--- config.mk ---
export PLATFORM = sky130hd
export DESIGN_NAME = bus_arbiter
export DESIGN_NICKNAME = d
export VERILOG_FILES = /design/src/rtl/bus_arbiter_pkg.sv /design/src/rtl/arb_watchdog.sv /design/src/rtl/bus_arbiter.sv
export SDC_FILE = /design/constraint.sdc
export NUM_CORES = 1
export LEC_CHECK = 0
export ABC_AREA = 0
export CAP_MARGIN = 10
export CORE_AREA = 2 2 109 111
export DETAILED_ROUTE_END_ITERATION = 7
export DIE_AREA = 0 0 111 113
export GPL_ROUTABILITY_DRIVEN = 0
export MAX_ROUTING_LAYER = met4
export PLACE_DENSITY = 0.8
export SYNTH_ARGS = -nofsm -noshare
export SYNTH_HDL_FRONTEND = slang
export SYNTH_SLANG_ARGS = --single-unit
--- constraint.sdc ---
create_clock -name clk -period 2.7 [get_ports clk]
set_clock_uncertainty 0.05 [all_clocks]
set_input_delay 0.54 -clock clk [delete_from_list [all_inputs] [get_ports clk]]
set_output_delay 0.54 -clock clk [all_outputs]
set_load 0.02 [all_outputs]
--- src/rtl/bus_arbiter_pkg.sv ---
// Shared encodings and types for the bus_arbiter codebase slice.
// The optional watchdog is enabled by defining ARB_TIMEOUT_EN.
package bus_arbiter_pkg;

    localparam logic RstEnable   = 1'b1;
    localparam logic ChipEnable  = 1'b1;
    localparam logic WriteEnable = 1'b1;

    localparam int unsigned RegBusWidth      = 32;
    localparam int unsigned InstAddrBusWidth = 32;

    typedef logic [RegBusWidth-1:0]      reg_bus_t;
    typedef logic [InstAddrBusWidth-1:0] inst_addr_t;

    localparam logic [1:0] ArbIdle      = 2'd0;
    localparam logic [1:0] ArbIfBusy    = 2'd1;
    localparam logic [1:0] ArbMemBusy   = 2'd2;
    localparam logic [1:0] ArbFlushWait = 2'd3;

    localparam int unsigned DefaultTimeoutCycles = 255;

    // Registered attributes of the transaction currently on the bus.
    typedef struct packed {
        logic     we;
        logic [3:0] sel;
        reg_bus_t addr;
        reg_bus_t wdata;
    } bus_attr_t;

    localparam bus_attr_t BusAttrReset = '{we: 1'b0, sel: 4'h0, addr: '0, wdata: '0};

    function automatic logic arb_busy(input logic [1:0] st);
        return st != ArbIdle;
    endfunction

endpackage

--- src/rtl/arb_watchdog.sv ---
// Busy-cycle counter for bus_arbiter; flags an access that has waited too long for ack.
// Only instantiated when ARB_TIMEOUT_EN is defined.
module arb_watchdog
    import bus_arbiter_pkg::*;
#(
    parameter int unsigned TIMEOUT_CYCLES = DefaultTimeoutCycles
) (
    input  logic clk_i,
    input  logic rst_i,
    input  logic busy_i,
    input  logic ack_i,
    output logic expire_o
);

    localparam int unsigned NeedW = $clog2(TIMEOUT_CYCLES + 1);
    localparam int unsigned CntW  = (NeedW > 8) ? NeedW : 8;

    logic [CntW-1:0] cnt_q;
    logic            leaving;

    // Counter holds the number of busy cycles already completed in this access.
    assign expire_o = busy_i && !ack_i && (cnt_q == CntW'(TIMEOUT_CYCLES));
    assign leaving  = ack_i || expire_o;

    always_ff @(posedge clk_i) begin
        if (rst_i == RstEnable) begin
            cnt_q <= '0;
        end else if (!busy_i || leaving) begin
            cnt_q <= '0;
        end else begin
            cnt_q <= cnt_q + 1'b1;
        end
    end

endmodule

--- src/rtl/bus_arbiter.sv ---
// Arbitrates the single memory port between fetch and the MEM stage, one access at a time.
// Define ARB_TIMEOUT_EN to abort accesses that see no bus_ack within TIMEOUT_CYCLES.
module bus_arbiter
    import bus_arbiter_pkg::*;
#(
    parameter int unsigned TIMEOUT_CYCLES = DefaultTimeoutCycles
) (
    input  logic       clk,
    input  logic       rst,
    input  logic       flush,

    input  logic       if_req,
    input  inst_addr_t if_addr,
    output reg_bus_t   if_data,
    output logic       stallreq_if,

    input  logic       mem_req,
    input  logic       mem_we,
    input  logic [3:0] mem_sel,
    input  reg_bus_t   mem_addr,
    input  reg_bus_t   mem_wdata,
    output reg_bus_t   mem_rdata,
    output logic       stallreq_mem,

    output logic       bus_cyc,
    output logic       bus_stb,
    output logic       bus_we,
    output logic [3:0] bus_sel,
    output reg_bus_t   bus_addr,
    output reg_bus_t   bus_wdata,
    input  reg_bus_t   bus_rdata,
    input  logic       bus_ack,
    output logic       bus_timeout
);

    logic [1:0] state_q, state_d;
    logic       cyc_q, cyc_d;
    bus_attr_t  attr_q, attr_d;
    logic       busy;
    logic       expire;
    logic       xfer_done;

    assign busy      = arb_busy(state_q);
    assign xfer_done = bus_ack || expire;

`ifdef ARB_TIMEOUT_EN
    arb_watchdog #(
        .TIMEOUT_CYCLES(TIMEOUT_CYCLES)
    ) u_arb_watchdog (
        .clk_i   (clk),
        .rst_i   (rst),
        .busy_i  (busy),
        .ack_i   (bus_ack),
        .expire_o(expire)
    );
`else
    logic unused_timeout;
    assign unused_timeout = (TIMEOUT_CYCLES == 0);
    assign expire         = 1'b0;
`endif

    always_comb begin
        state_d = state_q;
        cyc_d   = cyc_q;
        attr_d  = attr_q;
        case (state_q)
            ArbIdle: begin
                // A flush in IDLE suppresses issue for one cycle so the redirect settles.
                if (!flush) begin
                    if (mem_req == ChipEnable) begin
                        state_d      = ArbMemBusy;
                        cyc_d        = 1'b1;
                        attr_d.we    = mem_we;
                        attr_d.sel   = mem_sel;
                        attr_d.addr  = mem_addr;
                        attr_d.wdata = mem_wdata;
                    end else if (if_req == ChipEnable) begin
                        state_d      = ArbIfBusy;
                        cyc_d        = 1'b1;
                        attr_d.we    = 1'b0;
                        attr_d.sel   = 4'hF;
                        attr_d.addr  = if_addr;
                        attr_d.wdata = '0;
                    end
                end
            end
            ArbIfBusy: begin
                if (xfer_done) begin
                    state_d = ArbIdle;
                    cyc_d   = 1'b0;
                end else if (flush) begin
                    state_d = ArbFlushWait;
                end
            end
            ArbMemBusy, ArbFlushWait: begin
                if (xfer_done) begin
                    state_d = ArbIdle;
                    cyc_d   = 1'b0;
                end
            end
            default: begin
                state_d = ArbIdle;
                cyc_d   = 1'b0;
            end
        endcase
    end

    always_ff @(posedge clk) begin
        if (rst == RstEnable) begin
            state_q <= ArbIdle;
            cyc_q   <= 1'b0;
            attr_q  <= BusAttrReset;
        end else begin
            state_q <= state_d;
            cyc_q   <= cyc_d;
            attr_q  <= attr_d;
        end
    end

    always_comb begin
        if_data   = '0;
        mem_rdata = '0;
        if (state_q == ArbIfBusy && bus_ack && !flush) begin
            if_data = bus_rdata;
        end
        // Stores hand back zero rather than whatever the slave drives.
        if (state_q == ArbMemBusy && bus_ack && attr_q.we != WriteEnable) begin
            mem_rdata = bus_rdata;
        end
    end

    assign stallreq_if  = (if_req == ChipEnable) &&
                          !(state_q == ArbIfBusy && xfer_done && !flush);
    assign stallreq_mem = (mem_req == ChipEnable) && !(state_q == ArbMemBusy && xfer_done);

    assign bus_cyc     = cyc_q;
    assign bus_stb     = cyc_q;
    assign bus_we      = attr_q.we;
    assign bus_sel     = attr_q.sel;
    assign bus_addr    = attr_q.addr;
    assign bus_wdata   = attr_q.wdata;
    assign bus_timeout = expire;

endmodule
==> Yosys cells after proc, flatten, opt, wreduce, memory -nomap -nowiden <==
Index checks and enable logic that the tools add are counted.
{ "totals": {"ff_bits": 72, "latchBits": 0, "mem_bits_rw": 0, "rom_bits": 0, "in_bits": 139, "out_inout_bits": 138, "wordCells": 48, "mem_count": 0} }
{ "classes": {"n_addsub": 0, "n_mul": 0, "div": 0, "magnitude_cmp": 0, "eq_ne": 8, "shifts": 0, "muxes": 16, "n_bitwise": 2, "n_reduce_logical": 16} }
{ "ops": {"columns": ["cell", "count"], "rows": [
  ["69-bit 2-to-1 mux", 2],
  ["32-bit 2-to-1 mux", 2],
  ["2-bit 2-to-1 mux", 6],
  ["1-bit logical AND", 6],
  ["3-bit inequality test (second input constant)", 2],
  ["2-bit case mux with 3 select lines", 1],
  ["3-bit AND reduction", 2],
  ["2-bit == test (second input constant)", 2],
  ["1-bit 2-to-1 mux", 4],
  ["2-bit inequality test (second input constant)", 2],
  ["4-bit AND reduction", 1],
  ["1-bit zero test", 3],
  ["3-bit OR reduction", 1],
  ["2-bit by 1-bit == test with 1-bit output (second input constant)", 1],
  ["2-bit zero test", 1],
  ["2-bit by 1-bit inequality test with 1-bit output (second input constant)", 1],
  ["1-bit NOT", 2],
  ["1-bit case mux with 2 select lines", 1],
  ["2-bit nonzero test", 1],
  ["2-bit OR reduction", 1]
]} }

==> Longest topological paths before layout <==
{ "depth": {"depth_word": 5, "ltp_mapped": 6, "mapped_depth_nobuf": 3} }

==> Least setup slack after synthesis <==
No wires, ideal clock.
{ "synth_path": {"path_kind": "in2out", "start": "in mem_req", "end": "out stallreq_mem", "arrival_time_ns": 1.395, "t_required_ns": 2.110, "path_slack_ns": 0.715, "cell_stages": 3, "n_path_buf": 2, "path_cell_list": "buf_4 -> buf_1 -> and2_1"} }
{ "synth_between": {"elab_chain_len": 1} }
{ "synth_rtl": {"columns": ["element", "line_no", "text"], "rows": [
  ["from (decl)", "bus_arbiter.sv:17", "input logic mem_req,"],
  ["1-bit logical AND", "bus_arbiter.sv:134", "assign stallreq_mem = (mem_req == ChipEnable) && !(state_q == ArbMemBusy && xfer_done);"],
  ["to (decl)", "bus_arbiter.sv:23", "output logic stallreq_mem,"]
]} }
No other way between the ends.

==> Worst setup path in the final report <==
{ "layout_path": {"start": "in bus_ack", "end": "out mem_rdata[18]"} }
{ "layout_between": {"elab_chain_len": 3} }
{ "layout_rtl": {"columns": ["element", "line_no", "text"], "rows": [
  ["from (decl)", "bus_arbiter.sv:32", "input logic bus_ack,"],
  ["1-bit logical AND (2 in a row)", "bus_arbiter.sv:127", "if (state_q == ArbMemBusy && bus_ack && attr_q.we != WriteEnable) begin"],
  ["32-bit 2-to-1 mux", "bus_arbiter.sv:127", null],
  ["to (decl)", "bus_arbiter.sv:22", "output reg_bus_t mem_rdata,"]
]} }
No other way between the ends.

==> run metrics <==
Fin Hold WS=0.423 ns; Cell Count, Final, Fillers Out=747; Core ar.=11300 um2; worst reg2reg endpoint=bus_wdata[20]; kind of end point of the critical path=output pin; Die Width=111 um; CP peak stage delay=0.49 ns; DRC Markers=0; Routed WL per cell=16.5 um; Lkg Pwr=2.77 nW; initial core utilization=0.287; # diodes=0; startpoint types=input port; # IOs=277; Crit path required time=2.11 ns; Worst path depth=6; aggregate global routing overflow=0; Fin. Hold Viols=0; largest net degree at the start of global routing=34; H-tree lvl count=3; R2R cell count=3; arrival time worst endpoint=1.98 ns; R2R setup slack=0.93 ns; status=finished clean; min Tclk post-route=2.57 ns; Gate Count Post-Synth=334; filler instances=1034; Placed Area=6100 um2; Avg Inst Size Synth=9.68 um2; slowest CP cell=clkdlybuf4s50_1; # nets final=738; first-pass GRT wire length=19.3 mm; Hold Buf Count CTS=0; Power Dens Cells=508 nW/um2; Placed Instances=731; most frequent cells in the layout=clkdlybuf4s50_1 (208), dfxtp_1 (72), and2_1 (66); Final HPWL DP=9.81 mm; final period utilization=0.951; HP Start=bus_wdata[9]; DRT iter0 DRCs=96; commonest non-fill, non-tap cell in the layout=clkdlybuf4s50_1; Synth Net Count=473; drt total wl=12.4 mm; f_max=389 MHz; Slew HR=0.648; area grow syn2layout=96.1%; synth unique cells=25; die area=12500 um2; Peak VDD IR=0.350 mV; Post-DRT Antenna Nets=0; max-slew violation count=0; # rows=39; Vias/cell=4.81; Syn Std Cell Area=3230 um2; CTS tree=done; worst slew pin tran=0.528 ns; die height=113 um; WHS Endpoint=bus_wdata[9]; sequential-to-total area share from yosys stat=0.446; worst hold path stage count=1; I/O Buffers=275; via count=3596; Finished Cell Area=6340 um2; critical path class=in2out; Reg clk slew, reported paths=0.06 ns; Clock Latency Late Sink=0.32 ns; hold crit path type=reg2reg; final setup fails=0; worst r2r src=state_q[1]; drt first pass iters=4; total CTS buffers=9; Synth Warn #=0; buffers plus inverters on the worst setup path=3; CTS Sinks=72; initial antenna violation count=0; CP delay by family, top=buffers and inverters; clk root buf=clkbuf_16; share of cells above drive strength 1=0.0646; CP Max Fanout=16; via count of the first global-routing pass=3804; max-cap violations=0; CTS max path bufs=2; RSZ-0062 raised after global routing=false; gr usage total=0.197; number of synthesized register bits=72; crit path cell chain=clkdlybuf4s50_1 > nand3b_1 > nor2_1 > buf_4 > and2_1 > dlygate4sd2_1
worst max-delay path by stage:
stage               startpoint            end  slack (ns)
finish                 bus_ack  mem_rdata[18]        0.13
global route           bus_ack   mem_rdata[4]        0.02
CTS                    bus_ack  mem_rdata[18]        0.12
detailed placement     bus_ack  mem_rdata[18]       -0.15
global placement       bus_ack   mem_rdata[4]       -0.14
floorplan              mem_req   stallreq_mem        0.72
cell usage after synthesis, drive strengths merged:
cell	number	share of area
or4b	1	0.0031
nor2b	2	0.0039
nand3b	1	0.0023
mux2i	32	0.099
o21ai	2	0.0031
or2	1	0.0019
nor2	6	0.012
conb	1	0.0012
a22o	33	0.089
clkbuf	14	0.016
a211oi	32	0.074
or3b	1	0.0027
o31ai	1	0.0023
nor3	5	0.0077
and4bb	1	0.0039
buf	22	0.041
a21oi	39	0.060
and2	66	0.13
nand2	2	0.0023
dfxtp	72	0.45
metrics by stage:
step                setup TNS (ns)   util  setup WS, ns  total power [mW]
finish                           0  0.563         0.132              3.22
detailed placement           -6.90  0.541        -0.154              2.00
global placement             -5.86  0.541        -0.141              1.99
CTS                              0  0.563         0.122              3.26
floorplan                        0      -         0.715              1.54
global route                     0  0.563        0.0242              3.37
logic make-up (layout without fill, tap and decap cells):
| kind of cell | count (synthesis) | count (layout) | share of synthesized area |
|---|---|---|---|
| other | 1 | 1 | 0.00116 |
| DFF | 72 | 72 | 0.446 |
| muxes | 32 | 32 | 0.0990 |
| and+or+nand+nor | 86 | 86 | 0.168 |
| AOI/OAI and AO/OA | 107 | 107 | 0.229 |
| buffers and inverters | 36 | 306 | 0.0573 |
what timing repair did:
item                       4_1_cts  5_1_grt
hold endpoints to repair         0        0
setup endpoints to repair       64        0
resized for setup               64        0
setup buffers                    0        0
flip-flops by register name, indices dropped and copies added (netlist names):
register	flops
bus_wdata	32
bus_we	1
state_q	2
bus_addr	32
bus_sel	4
bus_cyc	1
where the power goes:
part | internal, mW | total (mW) | switching, mW
Sequential | 1.14 | 1.19 | 0.0459
Clock | 0.808 | 1.26 | 0.453
Combinational | 0.426 | 0.775 | 0.349
Total | 2.38 | 3.22 | 0.848
metal layers:
metal  up-vias  global-route usage  wire length [um]
li1       1728                   -                 -
met1      1678               0.205              4790
met2       164               0.366              6520
met3        26              0.0428               723
met4         0              0.0767               329
met5         -                   -                 0
area by class of cell:
cell class,count,area (um2),area share
Clock buffer,9,225,0.0355
Clock inverter,7,96.3,0.0152
Multi-Input combinational cell,226,1620,0.255
Sequential cell,72,1440,0.227
Tap cell,143,179,0.0282
Timing Repair Buffer,290,2790,0.439
(Power assumes the default switching activity.)
